==> config.mk <==
export PLATFORM = sky130hd
export DESIGN_NAME = eth_tx_arb_flat
export DESIGN_NICKNAME = d
export VERILOG_FILES = /design/src/rtl/ethernet_pkg.sv /design/src/rtl/eth_tx_arb_if.sv /design/src/rtl/eth_tx_arb.sv /design/src/flat_wrapper.sv
export SDC_FILE = /design/constraint.sdc
export NUM_CORES = 1
export LEC_CHECK = 0
export ABC_CLOCK_PERIOD_IN_PS = 2900
export CELL_PAD_IN_SITES_DETAIL_PLACEMENT = 1
export CELL_PAD_IN_SITES_GLOBAL_PLACEMENT = 1
export CORE_UTILIZATION = 29
export CTS_BUF_LIST = sky130_fd_sc_hd__clkbuf_8
export DETAILED_ROUTE_END_ITERATION = 10
export PLACE_DENSITY_LB_ADDON = 0.1
export RECOVER_POWER = 50
export SKIP_CTS_REPAIR_TIMING = 1
export SYNTH_ARGS = -nofsm -noshare
export SYNTH_HDL_FRONTEND = slang
export SYNTH_SLANG_ARGS = --single-unit
==> constraint.sdc <==
create_clock -name eth_clk -period 2.9 [get_ports eth_clk]
set_clock_uncertainty 0.05 [all_clocks]
set_input_delay 0.435 -clock eth_clk [delete_from_list [all_inputs] [get_ports eth_clk]]
set_output_delay 0.435 -clock eth_clk [all_outputs]
set_load 0.005 [all_outputs]
==> src/rtl/ethernet_pkg.sv <==
// rtl/ethernet_pkg.sv - shared Ethernet stream widths and TX arbiter types
package ethernet_pkg;

    localparam int ETH_TDATA64    = 64;
    localparam int ETH_TKEEP64    = 8;
    localparam int ETH_TUSER64_TX = 1;

    localparam logic [ETH_TKEEP64-1:0] ARB_ABORT_KEEP        = 8'h01;
    localparam int                     ARB_STALL_MAX_DEFAULT = 1024;

    typedef enum logic [1:0] {
        ST_IDLE   = 2'd0,
        ST_GRANT0 = 2'd1,
        ST_GRANT1 = 2'd2,
        ST_ABORT  = 2'd3
    } arb_state_e;

    // Returns 1 when port 1 should be granted; on contention the port not served last wins.
    function automatic logic rr_pick_port1(input logic v0, input logic v1, input logic last_served);
        if (v0 && v1) begin
            return ~last_served;
        end
        return v1 && !v0;
    endfunction

endpackage

==> src/rtl/eth_tx_arb_if.sv <==
// rtl/eth_tx_arb_if.sv - 64-bit Ethernet stream bundle with source/sink views
interface eth_tx_arb_if;
    import ethernet_pkg::*;

    logic                      tvalid;
    logic                      tready;
    logic                      tlast;
    logic [ETH_TKEEP64-1:0]    tkeep;
    logic [ETH_TDATA64-1:0]    tdata;
    logic [ETH_TUSER64_TX-1:0] tuser;

    modport master (output tvalid, tlast, tkeep, tdata, tuser, input tready);
    modport slave  (input tvalid, tlast, tkeep, tdata, tuser, output tready);

endinterface

==> src/rtl/eth_tx_arb.sv <==
// rtl/eth_tx_arb.sv - two-port packet-granular round-robin arbiter into the MAC TX stream
module eth_tx_arb
    import ethernet_pkg::*;
#(
    parameter int CNT_W     = 32,
    parameter int STALL_MAX = ARB_STALL_MAX_DEFAULT
) (
    input  logic             eth_clk,
    input  logic             eth_rst_n,
    eth_tx_arb_if.slave      s0,
    eth_tx_arb_if.slave      s1,
    eth_tx_arb_if.master     m,
    output logic [CNT_W-1:0] pkt_cnt0,
    output logic [CNT_W-1:0] pkt_cnt1,
    output logic [15:0]      abort_cnt
);

    localparam int                 STALL_W   = (STALL_MAX > 0) ? $clog2(STALL_MAX + 1) : 1;
    localparam logic [STALL_W-1:0] STALL_LIM = STALL_W'(STALL_MAX);

    arb_state_e         state_q, state_d;
    logic               last_q, last_d;
    logic [STALL_W-1:0] stall_q, stall_d, stall_inc;
    logic [CNT_W-1:0]   cnt0_q, cnt0_d;
    logic [CNT_W-1:0]   cnt1_q, cnt1_d;
    logic [15:0]        abort_q, abort_d;

    logic                      g1;
    logic                      sel_valid;
    logic                      sel_last;
    logic [ETH_TKEEP64-1:0]    sel_keep;
    logic [ETH_TDATA64-1:0]    sel_data;
    logic [ETH_TUSER64_TX-1:0] sel_user;

    assign g1        = (state_q == ST_GRANT1);
    assign sel_valid = g1 ? s1.tvalid : s0.tvalid;
    assign sel_last  = g1 ? s1.tlast  : s0.tlast;
    assign sel_keep  = g1 ? s1.tkeep  : s0.tkeep;
    assign sel_data  = g1 ? s1.tdata  : s0.tdata;
    assign sel_user  = g1 ? s1.tuser  : s0.tuser;
    assign stall_inc = stall_q + STALL_W'(1);

    always_comb begin
        state_d   = state_q;
        last_d    = last_q;
        stall_d   = stall_q;
        cnt0_d    = cnt0_q;
        cnt1_d    = cnt1_q;
        abort_d   = abort_q;
        m.tvalid  = 1'b0;
        m.tlast   = 1'b0;
        m.tkeep   = '0;
        m.tdata   = '0;
        m.tuser   = '0;
        s0.tready = 1'b0;
        s1.tready = 1'b0;

        case (state_q)
            ST_IDLE: begin
                if (s0.tvalid || s1.tvalid) begin
                    state_d = rr_pick_port1(s0.tvalid, s1.tvalid, last_q) ? ST_GRANT1 : ST_GRANT0;
                end
            end
            ST_GRANT0, ST_GRANT1: begin
                m.tvalid  = sel_valid;
                m.tlast   = sel_last;
                m.tkeep   = sel_keep;
                m.tdata   = sel_data;
                m.tuser   = sel_user;
                s0.tready = !g1 && m.tready;
                s1.tready = g1 && m.tready;
                if (sel_valid && m.tready) begin
                    stall_d = '0;
                    if (sel_last) begin
                        state_d = ST_IDLE;
                        last_d  = g1;
                        if (g1) begin
                            cnt1_d = cnt1_q + CNT_W'(1);
                        end else begin
                            cnt0_d = cnt0_q + CNT_W'(1);
                        end
                    end
                end else if (!sel_valid && (STALL_MAX != 0)) begin
                    // A source that went silent mid-packet would otherwise hold the MAC forever.
                    if (stall_inc == STALL_LIM) begin
                        state_d = ST_ABORT;
                        last_d  = g1;
                        stall_d = '0;
                    end else begin
                        stall_d = stall_inc;
                    end
                end
            end
            ST_ABORT: begin
                m.tvalid = 1'b1;
                m.tlast  = 1'b1;
                m.tkeep  = ARB_ABORT_KEEP;
                m.tuser  = '1;
                if (m.tready) begin
                    state_d = ST_IDLE;
                    abort_d = (abort_q == 16'hFFFF) ? abort_q : abort_q + 16'd1;
                end
            end
            default: state_d = ST_IDLE;
        endcase
    end

    always_ff @(posedge eth_clk or negedge eth_rst_n) begin
        if (!eth_rst_n) begin
            state_q <= ST_IDLE;
            last_q  <= 1'b1;
            stall_q <= '0;
            cnt0_q  <= '0;
            cnt1_q  <= '0;
            abort_q <= '0;
        end else begin
            state_q <= state_d;
            last_q  <= last_d;
            stall_q <= stall_d;
            cnt0_q  <= cnt0_d;
            cnt1_q  <= cnt1_d;
            abort_q <= abort_d;
        end
    end

    assign pkt_cnt0  = cnt0_q;
    assign pkt_cnt1  = cnt1_q;
    assign abort_cnt = abort_q;

endmodule

==> src/flat_wrapper.sv <==
// flat-port wrapper written by rule: the top's interface ports become plain ports
module eth_tx_arb_flat import ethernet_pkg::*;
#(
    parameter int CNT_W     = 32,
    parameter int STALL_MAX = ARB_STALL_MAX_DEFAULT
)
  (eth_clk, eth_rst_n, pkt_cnt0, pkt_cnt1, abort_cnt, s0_tvalid, s0_tlast, s0_tkeep, s0_tdata, s0_tuser, s0_tready, s1_tvalid, s1_tlast, s1_tkeep, s1_tdata, s1_tuser, s1_tready, m_tvalid, m_tlast, m_tkeep, m_tdata, m_tuser, m_tready);
  eth_tx_arb_if s0_i ();
  eth_tx_arb_if s1_i ();
  eth_tx_arb_if m_i ();
  input  logic eth_clk;
  input  logic eth_rst_n;
  output logic [CNT_W-1:0] pkt_cnt0;
  output logic [CNT_W-1:0] pkt_cnt1;
  output logic [15:0] abort_cnt;
  input wire logic [$bits(s0_i.tvalid)-1:0] s0_tvalid;
  input wire logic [$bits(s0_i.tlast)-1:0] s0_tlast;
  input wire logic [$bits(s0_i.tkeep)-1:0] s0_tkeep;
  input wire logic [$bits(s0_i.tdata)-1:0] s0_tdata;
  input wire logic [$bits(s0_i.tuser)-1:0] s0_tuser;
  output wire logic [$bits(s0_i.tready)-1:0] s0_tready;
  input wire logic [$bits(s1_i.tvalid)-1:0] s1_tvalid;
  input wire logic [$bits(s1_i.tlast)-1:0] s1_tlast;
  input wire logic [$bits(s1_i.tkeep)-1:0] s1_tkeep;
  input wire logic [$bits(s1_i.tdata)-1:0] s1_tdata;
  input wire logic [$bits(s1_i.tuser)-1:0] s1_tuser;
  output wire logic [$bits(s1_i.tready)-1:0] s1_tready;
  output wire logic [$bits(m_i.tvalid)-1:0] m_tvalid;
  output wire logic [$bits(m_i.tlast)-1:0] m_tlast;
  output wire logic [$bits(m_i.tkeep)-1:0] m_tkeep;
  output wire logic [$bits(m_i.tdata)-1:0] m_tdata;
  output wire logic [$bits(m_i.tuser)-1:0] m_tuser;
  input wire logic [$bits(m_i.tready)-1:0] m_tready;
  assign s0_i.tvalid = s0_tvalid;
  assign s0_i.tlast = s0_tlast;
  assign s0_i.tkeep = s0_tkeep;
  assign s0_i.tdata = s0_tdata;
  assign s0_i.tuser = s0_tuser;
  assign s0_tready = s0_i.tready;
  assign s1_i.tvalid = s1_tvalid;
  assign s1_i.tlast = s1_tlast;
  assign s1_i.tkeep = s1_tkeep;
  assign s1_i.tdata = s1_tdata;
  assign s1_i.tuser = s1_tuser;
  assign s1_tready = s1_i.tready;
  assign m_tvalid = m_i.tvalid;
  assign m_tlast = m_i.tlast;
  assign m_tkeep = m_i.tkeep;
  assign m_tdata = m_i.tdata;
  assign m_tuser = m_i.tuser;
  assign m_i.tready = m_tready;
  eth_tx_arb #(.CNT_W(CNT_W), .STALL_MAX(STALL_MAX)) u_core (.eth_clk(eth_clk), .eth_rst_n(eth_rst_n), .s0(s0_i), .s1(s1_i), .m(m_i), .pkt_cnt0(pkt_cnt0), .pkt_cnt1(pkt_cnt1), .abort_cnt(abort_cnt));
endmodule
Word level (Yosys, flattened, before mapping) --
Cells that the tools add are included.
Operators by class: mux-type cells 34, bitwise operators 3, $add $sub $neg 4, equal/unequal tests 12, reductions and logical operators 17
Operator list (number):
- $mux W64 | 2
- $add A32 B1 Y32 const B | 2
- $mux W11 | 3
- $add A16 B1 Y16 const B | 1
- $eq A16 B16 Y1 const B | 1
- $mux W1 | 16
- $pmux W8 S2 | 1
- $mux W2 | 7
- $reduce_and A4 Y1 | 3
- $add A11 B1 Y11 const B | 1
- $eq A11 B11 Y1 const B | 1
- $mux W8 | 1
- $pmux W1 S2 | 3
- $pmux W2 S3 | 1
- $logic_and A1 B1 Y1 | 5
- $reduce_and A5 Y1 | 1
- $eq A2 B2 Y1 const B | 2
- $ne A2 B1 Y1 const B | 2
- $ne A2 B2 Y1 const B | 2
- $ne A3 B1 Y1 const B | 1
- $ne A3 B2 Y1 const B | 1
- $ne A3 B3 Y1 const B | 1
- $not A1 Y1 | 3
- $reduce_and A3 Y1 | 1
- other kinds (7) | 8
Storage, ports and cells: logic and storage cells 76, register bits after elaboration 94

Logic depth before layout (Yosys ltp) --
Gate-level depths: netlist (run 1).
depth after elaboration 10, depth in mapped cells 9, depth with buffers taken out 8

Worst setup path before layout (run 1) --
OpenSTA, ideal clock, no wires.
kind register -> output, start point reg u_core.state_q[0], end point out m_tdata[52], path buffers 3, data required time 2415 ps, slack 562 ps, stages on the path, launching flop included 8, arrival 1853 ps, cell sequence dfrtp_1 > inv_1 > ha_1 > clkbuf_1 > clkbuf_1 > buf_2 > mux2i_1 > nor2b_1
Between the ends: longest elaborated chain between the ends 3
Ends and longest elaborated chain:
- start, declared | line eth_tx_arb.sv:21 | arb_state_e state_q, state_d;
- start signal, assigned | line eth_tx_arb.sv:117 | state_q <= state_d;
- $eq A2 B2 Y1 (*) | line eth_tx_arb.sv:35 | assign g1 = (state_q == ST_GRANT1);
- named net u_core.g1 | line eth_tx_arb.sv:28 | logic g1;
- $mux W64 or $reduce_or A2 Y1 (tied branches) | line eth_tx_arb.sv:39, eth_tx_arb.sv:58
- $mux W64 (*) | line eth_tx_arb.sv:58 | case (state_q)
- end, declared | line flat_wrapper.sv:31 | output wire logic [$bits(m_i.tdata)-1:0] m_tdata;
Mark *: on every way through the listed nets, which the timed path passes. The rest lies on a longest branch.

Final worst setup path (run 1) --
start point reg u_core.state_q[0], end point out m_tlast
Between the ends: longest elaborated chain between the ends 3
Ends and longest elaborated chain:
- $eq A2 B2 Y1 (*) | line eth_tx_arb.sv:35
- named net u_core.g1 | line eth_tx_arb.sv:28
- $mux W1 or $reduce_or A2 Y1 (tied branches) | line eth_tx_arb.sv:37, eth_tx_arb.sv:58
- $pmux W1 S2 (*) | line eth_tx_arb.sv:58
- end, declared | line flat_wrapper.sv:29 | output wire logic [$bits(m_i.tlast)-1:0] m_tlast;
Marked as above.

==> results of run 1 <==
[placed cells by master, fill, tap and decap left out, types with 3 or more instances in the layout]
master           Yosys  final
nor2_1              39     39
buf_12               0      4
nand2_1             54     54
clkbuf_2             0      4
mux2i_1             77     76
mux2_1               6      6
dfrtp_1             93     93
nor3_1              11     11
inv_1                7      6
and4_1               9      9
ha_1                 8      6
and3_1              20     20
nor2b_1             71     71
or3_1                4      4
and2_1               5      5
a31oi_1              3      3
o31ai_1              4      4
xnor2_1             55     55
buf_4                0     25
xor2_1              23     23
nand3_1             38     38
clkbuf_8             0      9
nand4_1             13     13
nand2b_1             3      3
a21oi_1             10     10
o21ai_1              8      8
o21ai_0              6      6
diode_2              0      3
clkdlybuf4s50_1      0    308
[per-layer routing]
layer | vias up | part of all wire, % | track usage [%]
met5 | - | 0.036 | 0
met3 | 17 | 7.7 | 8.06
li1 | 2752 | - | -
met1 | 2782 | 39 | 23.9
met2 | 180 | 52 | 38.1
met4 | 2 | 0.84 | 5.43
[per-stage QoR]
step	hold slack (ns)	worst slack, ns	area, µm²
global placement	0.397	0.356	9330
CTS	-0.0329	-0.110	9540
finish	0.426	0.106	9700
global route	0.454	-0.00149	9700
floorplan	0.0894	0.562	5820
detailed placement	0.400	0.316	9330
[critical path: stages, from the launching register on]
cell and delay, ns:
dfrtp_1 0.42, inv_2 0.10, ha_4 0.22, buf_4 0.14, mux2_1 0.35, a21oi_1 0.18
nor2_1 0.06, clkdlybuf4s50_1 0.47
[final timing paths]
check / end / slack, ns
worst max-delay path: m_tlast / 0.11
max in group asynchronous: u_core.abort_cnt[15]$_DFFE_PN0P_ / 0.76
worst max register to register: u_core.state_q[0]$_DFFE_PN0P_ / 0.27
min in group asynchronous: u_core.pkt_cnt0[22]$_DFFE_PN0P_ / 0.72
worst min-delay path: u_core.pkt_cnt0[31]$_DFFE_PN0P_ / 0.43
worst min register to register: u_core.pkt_cnt0[31]$_DFFE_PN0P_ / 0.43
[power groups by stage]
stage | clock, mW | sequential, mW | combinational, mW
finish | 0.943 | 1.63 | 4.57
global route | 1.03 | 1.67 | 4.94
CTS | 0.971 | 1.64 | 4.40
detailed placement | 0 | 1.66 | 4.34
global placement | 0 | 1.65 | 4.30
floorplan | 0 | 1.62 | 1.89
[cells by family (layout without fill, tap and decap cells)]
family	count (synthesis)	count (layout)	synth area share (%)
adders and majority gates	8	8	1.72
and+or+nand+nor	272	272	24.7
xor gates and xnor gates	78	78	11.7
other	0	3	0
AOI/OAI and AO/OA	40	40	4.36
DFF	94	94	40.4
buffers and inverters	33	367	2.21
muxes	85	85	14.8
[registers in the layout, indices dropped and copies added, names as in the netlist]
register          flops
u_core.abort_cnt     16
u_core.pkt_cnt0      32
u_core.last_q         1
u_core.pkt_cnt1      32
u_core.stall_q       11
u_core.state_q        2
[final cells by class]
cell class / instances / share of cell area [%]
timing repair buffer: 344 / 35.1
multi-input combinational: 483 / 34.7
sequential: 94 / 24.3
tap: 265 / 3.42
clock buffer: 9 / 1.28
clock inverter: 7 / 0.890
inverter: 7 / 0.271
antenna: 3 / 0.0774
==> summary.txt, run 1 <==
status = finished clean
Yosys top cell by area = dfrtp_1
Residual DRC = 0
Synth Net Count = 771
max cap viols = 0
Ys Warns = 0
antenna-violating nets left = 0
global-route wire length before repair = 34.0 mm
final setup violation count = 0
final period utilization = 96.3%
top cells by area, synth = dfrtp_1, mux2i_1, xnor2_1, nor2b_1, nand2_1
# IOs = 310
critical-path maximum fanout = 6
Clk Latency, worst-skew pair = 0.37 ns
# rows = 51
dpl cells = 1175
hold path depth = 1
Port Buffer Count = 309
DRT iter0 DRCs = 122
Gate Count Post-Synth = 610
Overflow after GRT = 0
Seq cells post-synth = 94
r2r startpoint = u_core.stall_q[0]$_DFFE_PN0P_
Final min period = 2.79 ns
Syn Std Cell Area = 5820 µm²
DRT Pass-1 Iters = 4
post-layout net count = 1100
via density per instance = 4.73
Post-Route WL = 22.2 mm
Synth top cells by count = dfrtp_1, mux2i_1, nor2b_1, xnor2_1, nand2_1
htree depth = 3
initial antenna violation count = 4
Final TNS setup = 0 ns
count leader, synth = dfrtp_1
die footprint = 20600 µm²
post-synthesis cell type count = 40
Critical Path Start = u_core.state_q[0]$_DFFE_PN0P_
switch share = 36.7%
FF+latch area = 2350 µm²
layout cells sized above 1 = 6.46%
number of flops mapped to enable cells by yosys = 0
Root Buffer = clkbuf_8
DIE HEIGHT = 144 µm
HP Start = u_core.pkt_cnt0[31]$_DFFE_PN0P_
Starting Density = 29.7%
Peak Freq = 358 MHz
leakage = 3.95 nW
Clk pwr share = 13.2%
footprint of the multi-input gates = 3370 µm²
Most used DFF post-synth = dfrtp_1
cell count of the worst reg-to-reg path = 7
ys async rst share = 100%
clk buf depth = 2
Core Area = 19600 µm²
Overall Power = 7.15 mW
largest net degree at the start of global routing = 42
combinational share of power = 64.0%
Num CTS Buffers = 9
Area growth, synth to finish = 66.6%
Int Pwr = 4.53 mW
worst hold-check path type = reg -> reg
Total GRT Usage = 21.4%
final hold vios = 0
final core utilization = 49.5%
Worst-Margin Slew = 1.03 ns
CP required = 2.41 ns
VDD IR max = 419 µV
fin cells = 1212
die extent in x = 144 µm
Reg power frac = 22.9%
vias after detailed routing = 5733
Post-DP HPWL = 17.8 mm
startpoint types = flip-flop
wire length per cell = 18.3 µm
TritonCTS clock tree = done
Slew HR = 31.0%
CTS clk-pin slew, worst paths = 0.10 ns
P per Cell Area = 737 nW/µm²
Psw = 2.62 mW
Worst Setup End Kind = output pin
CTS sink count = 94
Setup CP Type = reg -> out
share of the synthesized area in the top cell type = 40.0%
vias in the first global route = 6070
fill count = 2241
Data arrival, critical path = 2.31 ns
Post-Syn Area per Cell = 9.54 µm²
Final Max Tran Viols = 0
RePlAce Congestion = 0.860
register area share after synthesis = 40.4%
Power figures use the tool's default switching activity.
==> run 2, diff against run 1 <==
--- a/config.mk
+++ b/config.mk
@@ -5,7 +5,7 @@
 export SDC_FILE = /design/constraint.sdc
 export NUM_CORES = 1
 export LEC_CHECK = 0
-export ABC_CLOCK_PERIOD_IN_PS = 2900
+export ABC_CLOCK_PERIOD_IN_PS = 3200
 export CELL_PAD_IN_SITES_DETAIL_PLACEMENT = 1
 export CELL_PAD_IN_SITES_GLOBAL_PLACEMENT = 1
 export CORE_UTILIZATION = 29
@@ -13,6 +13,7 @@
 export DETAILED_ROUTE_END_ITERATION = 10
 export PLACE_DENSITY_LB_ADDON = 0.1
 export RECOVER_POWER = 50
+export SETUP_SLACK_MARGIN = 0.1
 export SKIP_CTS_REPAIR_TIMING = 1
 export SYNTH_ARGS = -nofsm -noshare
 export SYNTH_HDL_FRONTEND = slang
==> constraint.sdc (replaced) <==
create_clock -name eth_clk -period 3.2 [get_ports eth_clk]
set_clock_uncertainty 0.05 [all_clocks]
set_input_delay 0.48 -clock eth_clk [delete_from_list [all_inputs] [get_ports eth_clk]]
set_output_delay 0.48 -clock eth_clk [all_outputs]
set_load 0.005 [all_outputs]
==> run 2 against run 1 <==
The run now ends with max-capacitance violations, max-slew violations left; flip-flop and latch count is the same; sequential power decreased by 9%; global-route usage down 0.089 points.
==> summary.txt, run 2 (synthesized netlist as in run 1, its figures left out) <==
CTS clk-pin slew, worst paths = 0.09 ns
met3 Use GR = 7.66%
status = complete, but fails checks
die extent in x = 144 µm
DRT iter0 DRCs = 137
P per Cell Area = 652 nW/µm²
vias after detailed routing = 5725
violated checks = max-capacitance violations, max-slew violations
Slew HR = -60.6%
startpoint types = flip-flop
critical-path maximum fanout = 27
Port Buffer Count = 309
Final min period = 3.03 ns
Num CTS Buffers = 9
Setup CP Type = reg -> out
dpl cells = 1167
die footprint = 20600 µm²
clk buf depth = 2
RePlAce Congestion = 0.844
Total GRT Usage = 21.4%
final hold slack = 0.427 ns
htree depth = 3
Psw = 2.29 mW
wire length per cell = 18.6 µm
leakage = 4.04 nW
# IOs = 310
DIE HEIGHT = 144 µm
Worst-Margin Slew = 2.41 ns
Overall Power = 6.21 mW
met2 Track Usage GR = 37.5%
antenna-violating nets left = 0
final period utilization = 94.6%
via density per instance = 4.81
combinational share of power = 63.4%
max cap viols = 1
GRT Max-Usage Layer = met2
Final TNS setup = 0 ns
Post-DP HPWL = 17.8 mm
Root Buffer = clkbuf_8
r2r setup slk = 0.57 ns
Final Max Tran Viols = 42
switch share = 36.8%
layout cells sized above 1 = 4.12%
Clk Latency, worst-skew pair = 0.37 ns
most frequent cells in the layout = clkdlybuf4s50_1, dfrtp_1, mux2i_1
worst hold-check path type = reg -> reg
initial antenna violation count = 3
Area growth, synth to finish = 63.7%
Data arrival, critical path = 2.50 ns
Starting Density = 29.7%
Post-Route WL = 22.1 mm
Post-Place Setup Slack = 0.378 ns
global-route wire length before repair = 33.4 mm
Clk pwr share = 12.6%
Peak Freq = 330 MHz
# rows = 51
DRT Pass-1 Iters = 4
VDD IR max = 377 µV
Reg power frac = 24.0%
met1 Use GR = 22.9%
Int Pwr = 3.93 mW
RSZ-0062 raised after global routing = yes
Core Area = 19600 µm²
most common cell after layout, fill and taps aside = clkdlybuf4s50_1
vias in the first global route = 6188
TritonCTS clock tree = done
fin cells = 1190
largest net degree at the start of global routing = 55
post-layout net count = 1078
CP required = 2.67 ns
worst setup margin = 0.174 ns
Worst Setup End Kind = output pin
final hold vios = 0
CTS sink count = 94
Overflow after GRT = 0
Residual DRC = 0
final setup violation count = 0
-- run 2: cell count changes in the layout (fill, tap and decap cells not counted), moves of 3 or more --
cell             delta
clkdlybuf4s50_1    -69
dlygate4sd3_1      +68
clkbuf_8            +3
clkbuf_2            -4
buf_4              -16
-- run 2: worst paths after layout --
check	from	end	depth (start not counted)
worst max-delay path	u_core.state_q[0]$_DFFE_PN0P_	m_tkeep[4]	6
worst min-delay path	u_core.pkt_cnt0[31]$_DFFE_PN0P_	u_core.pkt_cnt0[31]$_DFFE_PN0P_	1
worst max register to register	u_core.stall_q[0]$_DFFE_PN0P_	u_core.state_q[0]$_DFFE_PN0P_	7
worst min register to register	u_core.pkt_cnt0[31]$_DFFE_PN0P_	u_core.pkt_cnt0[31]$_DFFE_PN0P_	1
max in group asynchronous	eth_rst_n	u_core.abort_cnt[13]$_DFFE_PN0P_	1
min in group asynchronous	eth_rst_n	u_core.pkt_cnt0[21]$_DFFE_PN0P_	1
-- run 2: metrics by stage --
step	util (%)	instance area [µm²]
floorplan	-	5820
global placement	47.2	9250
detailed placement	47.2	9250
CTS	48.2	9440
global route	48.6	9530
finish	48.6	9530
-- run 2: power by group through the flow --
stage | Combinational [mW] | Sequential, mW | Clock, mW
after floorplan | 1.72 | 1.47 | 0
after CTS | 3.89 | 1.49 | 0.824
final | 3.94 | 1.49 | 0.783
after global placement | 3.84 | 1.50 | 0
after detailed placement | 3.84 | 1.51 | 0
after global routing | 4.27 | 1.52 | 0.857
-- run 2: final cells by class --
class	count	area (µm²)
diodes	3	7.51
clock buffers	12	165
clock inverters	4	28.8
fillers	2237	10100
inverters	7	26.3
multi-input cells	483	3370
flip-flops and latches	94	2350
well taps	265	332
repair buffers	322	3250
-- run 2: metal layers --
layer	routed length [µm]	share of wire, %
met3	1940	8.8
met5	0	0
met4	520	2.4
met2	11500	52
met1	8180	37
-- run 2: critical path: stages, from the launching register on --
cell             delay [ns]
dfrtp_1                0.42
inv_1                  0.17
ha_4                   0.30
buf_16                 0.25
mux2i_1                0.37
nor2_1                 0.10
clkdlybuf4s50_1        0.50
==> run 3, diff against run 2 <==
--- a/config.mk
+++ b/config.mk
@@ -5,10 +5,10 @@
 export SDC_FILE = /design/constraint.sdc
 export NUM_CORES = 1
 export LEC_CHECK = 0
-export ABC_CLOCK_PERIOD_IN_PS = 3200
+export ABC_CLOCK_PERIOD_IN_PS = 3600
 export CELL_PAD_IN_SITES_DETAIL_PLACEMENT = 1
 export CELL_PAD_IN_SITES_GLOBAL_PLACEMENT = 1
-export CORE_UTILIZATION = 29
+export CORE_UTILIZATION = 31
 export CTS_BUF_LIST = sky130_fd_sc_hd__clkbuf_8
 export DETAILED_ROUTE_END_ITERATION = 10
 export PLACE_DENSITY_LB_ADDON = 0.1
==> constraint.sdc (replaced) <==
create_clock -name eth_clk -period 3.6 [get_ports eth_clk]
set_clock_uncertainty 0.05 [all_clocks]
set_input_delay 0.54 -clock eth_clk [delete_from_list [all_inputs] [get_ports eth_clk]]
set_output_delay 0.54 -clock eth_clk [all_outputs]
set_load 0.005 [all_outputs]
==> run 3 against run 2 <==
The flow finishes with violations (design-rule violations, max-capacitance violations, max-slew violations); core utilization is 2.9 points higher; combinational power is 15% lower; sequential share of layout area is 0.39 points higher; register-to-register slack worse by 0.03 ns; clock power is 7.4% lower; routed wire length is 0.72% higher; first-iteration DRC count is 18% higher; final area is 1.6% lower; final cell count is 3.6% lower; power is 13% lower; critical path type unchanged; critical endpoint is now m_tkeep[1].
==> summary.txt, run 3 (synthesized netlist as in run 1, its figures left out) <==
worst setup margin = 0.294 ns
Clk Latency, worst-skew pair = 0.37 ns
Core Area = 18200 µm²
final setup violation count = 0
global-route wire length before repair = 34.5 mm
DRT Pass-1 Iters = 9
Area growth, synth to finish = 61.1%
Overflow after GRT = 0
post-route cell area = 9380 µm²
placed inst area = 9180 µm²
Final Max Tran Viols = 51
vias after detailed routing = 5682
wire length per cell = 19.4 µm
final hold vios = 0
Final min period = 3.31 ns
Slew HR = -93.4%
Post-Place Setup Slack = 0.514 ns
Worst Setup End Kind = output pin
Overall Power = 5.40 mW
Setup CP Type = reg -> out
VDD IR max = 416 µV
most common cell after layout, fill and taps aside = clkdlybuf4s50_1
final period utilization = 91.8%
htree depth = 3
Num CTS Buffers = 9
vias in the first global route = 6137
# IOs = 310
largest net degree at the start of global routing = 51
# rows = 49
RSZ-0062 raised after global routing = yes
max cap viols = 1
die extent in x = 139 µm
DIE HEIGHT = 139 µm
die footprint = 19300 µm²
initial antenna violation count = 7
CTS clk-pin slew, worst paths = 0.09 ns
Post-DP HPWL = 17.8 mm
post-layout net count = 1071
Root Buffer = clkbuf_8
status = complete, but fails checks
CP required = 3.01 ns
worst hold-check path type = reg -> reg
clk buf depth = 2
DRT iter0 DRCs = 162
Worst-Margin Slew = 2.90 ns
RePlAce Congestion = 0.856
critical-path maximum fanout = 42
Peak Freq = 303 MHz
P per Cell Area = 576 nW/µm²
dpl cells = 1128
Final TNS setup = 0 ns
TritonCTS clock tree = done
Residual DRC = 9
Data arrival, critical path = 2.72 ns
startpoint types = flip-flop
antenna-violating nets left = 0
CTS sink count = 94
Starting Density = 32.0%
Port Buffer Count = 309
Post-Route WL = 22.3 mm
fill count = 2032
leakage = 4.00 nW
most frequent cells in the layout = clkdlybuf4s50_1, dfrtp_1, mux2i_1
Total GRT Usage = 23.1%
fin cells = 1147
layout cells sized above 1 = 3.06%
via density per instance = 4.95
violated checks = design-rule violations, max-capacitance violations, max-slew violations
## run 3: cell count changes in the layout (fill, tap and decap cells not counted), sizes merged
cell | previous run | this run
buf | 12 | 5
clkdlybuf4s50 | 239 | 236
dlygate4sd3 | 69 | 72
clkbuf | 14 | 12
inv | 8 | 10
bufinv | 0 | 1
clkinv | 1 | 0
clkinvlp | 2 | 1
diode | 3 | 4
## run 3: where the power goes
group          switching (mW)  leakage (nW)  internal [mW]  total, mW
Sequential              0.154          1.26           1.16       1.32
Combinational            1.44          2.63           1.92       3.36
Clock                   0.385         0.101          0.339      0.725
## run 3: stage by stage
stage	util (%)	hold slack (ns)
6_report	51.5	0.422
5_1_grt	51.5	0.451
4_1_cts	51.5	0.155
3_5_place_dp	50.4	0.424
3_3_place_gp	50.4	0.407
2_1_floorplan	-	0.194
## run 3: final cells by class
type	instances	area (µm²)	share of cell area [%]
timing repair buffer	315	3150	33.6
inverter	7	26.3	0.280
tap	229	287	3.06
antenna	4	10.0	0.107
sequential	94	2350	25.1
clock inverter	5	58.8	0.627
multi-input combinational	483	3350	35.8
clock buffer	10	138	1.47
## run 3: path summary, 6_finish.rpt
kind,cells past startpoint,slack [ns],start,endpoint
min in group asynchronous,1,1.05,eth_rst_n,u_core.pkt_cnt0[22]$_DFFE_PN0P_
worst max register to register,8,0.54,u_core.state_q[1]$_DFFE_PN0P_,u_core.pkt_cnt1[30]$_DFFE_PN0P_
worst min-delay path,1,0.42,u_core.pkt_cnt0[31]$_DFFE_PN0P_,u_core.pkt_cnt0[31]$_DFFE_PN0P_
max in group asynchronous,2,0.61,eth_rst_n,u_core.pkt_cnt1[3]$_DFFE_PN0P_
worst max-delay path,5,0.29,u_core.state_q[1]$_DFFE_PN0P_,m_tkeep[1]
worst min register to register,1,0.42,u_core.pkt_cnt0[31]$_DFFE_PN0P_,u_core.pkt_cnt0[31]$_DFFE_PN0P_
## run 3: layer usage
metal	vias to the layer above	share of wire [%]	wire [µm]	GRT usage, %
met5	-	0.058	13	0
met1	2767	39	8640	25.5
met4	2	2.1	479	9.18
met3	31	8.7	1930	8.39
li1	2691	-	-	-
met2	191	50	11200	40.2
## run 3: critical path, cell delays in order (launching register included)
cell	delay (ns)
dfrtp_1	0.42
inv_1	0.11
ha_2	0.78
nand2b_1	0.30
nor2_1	0.21
clkdlybuf4s50_1	0.53
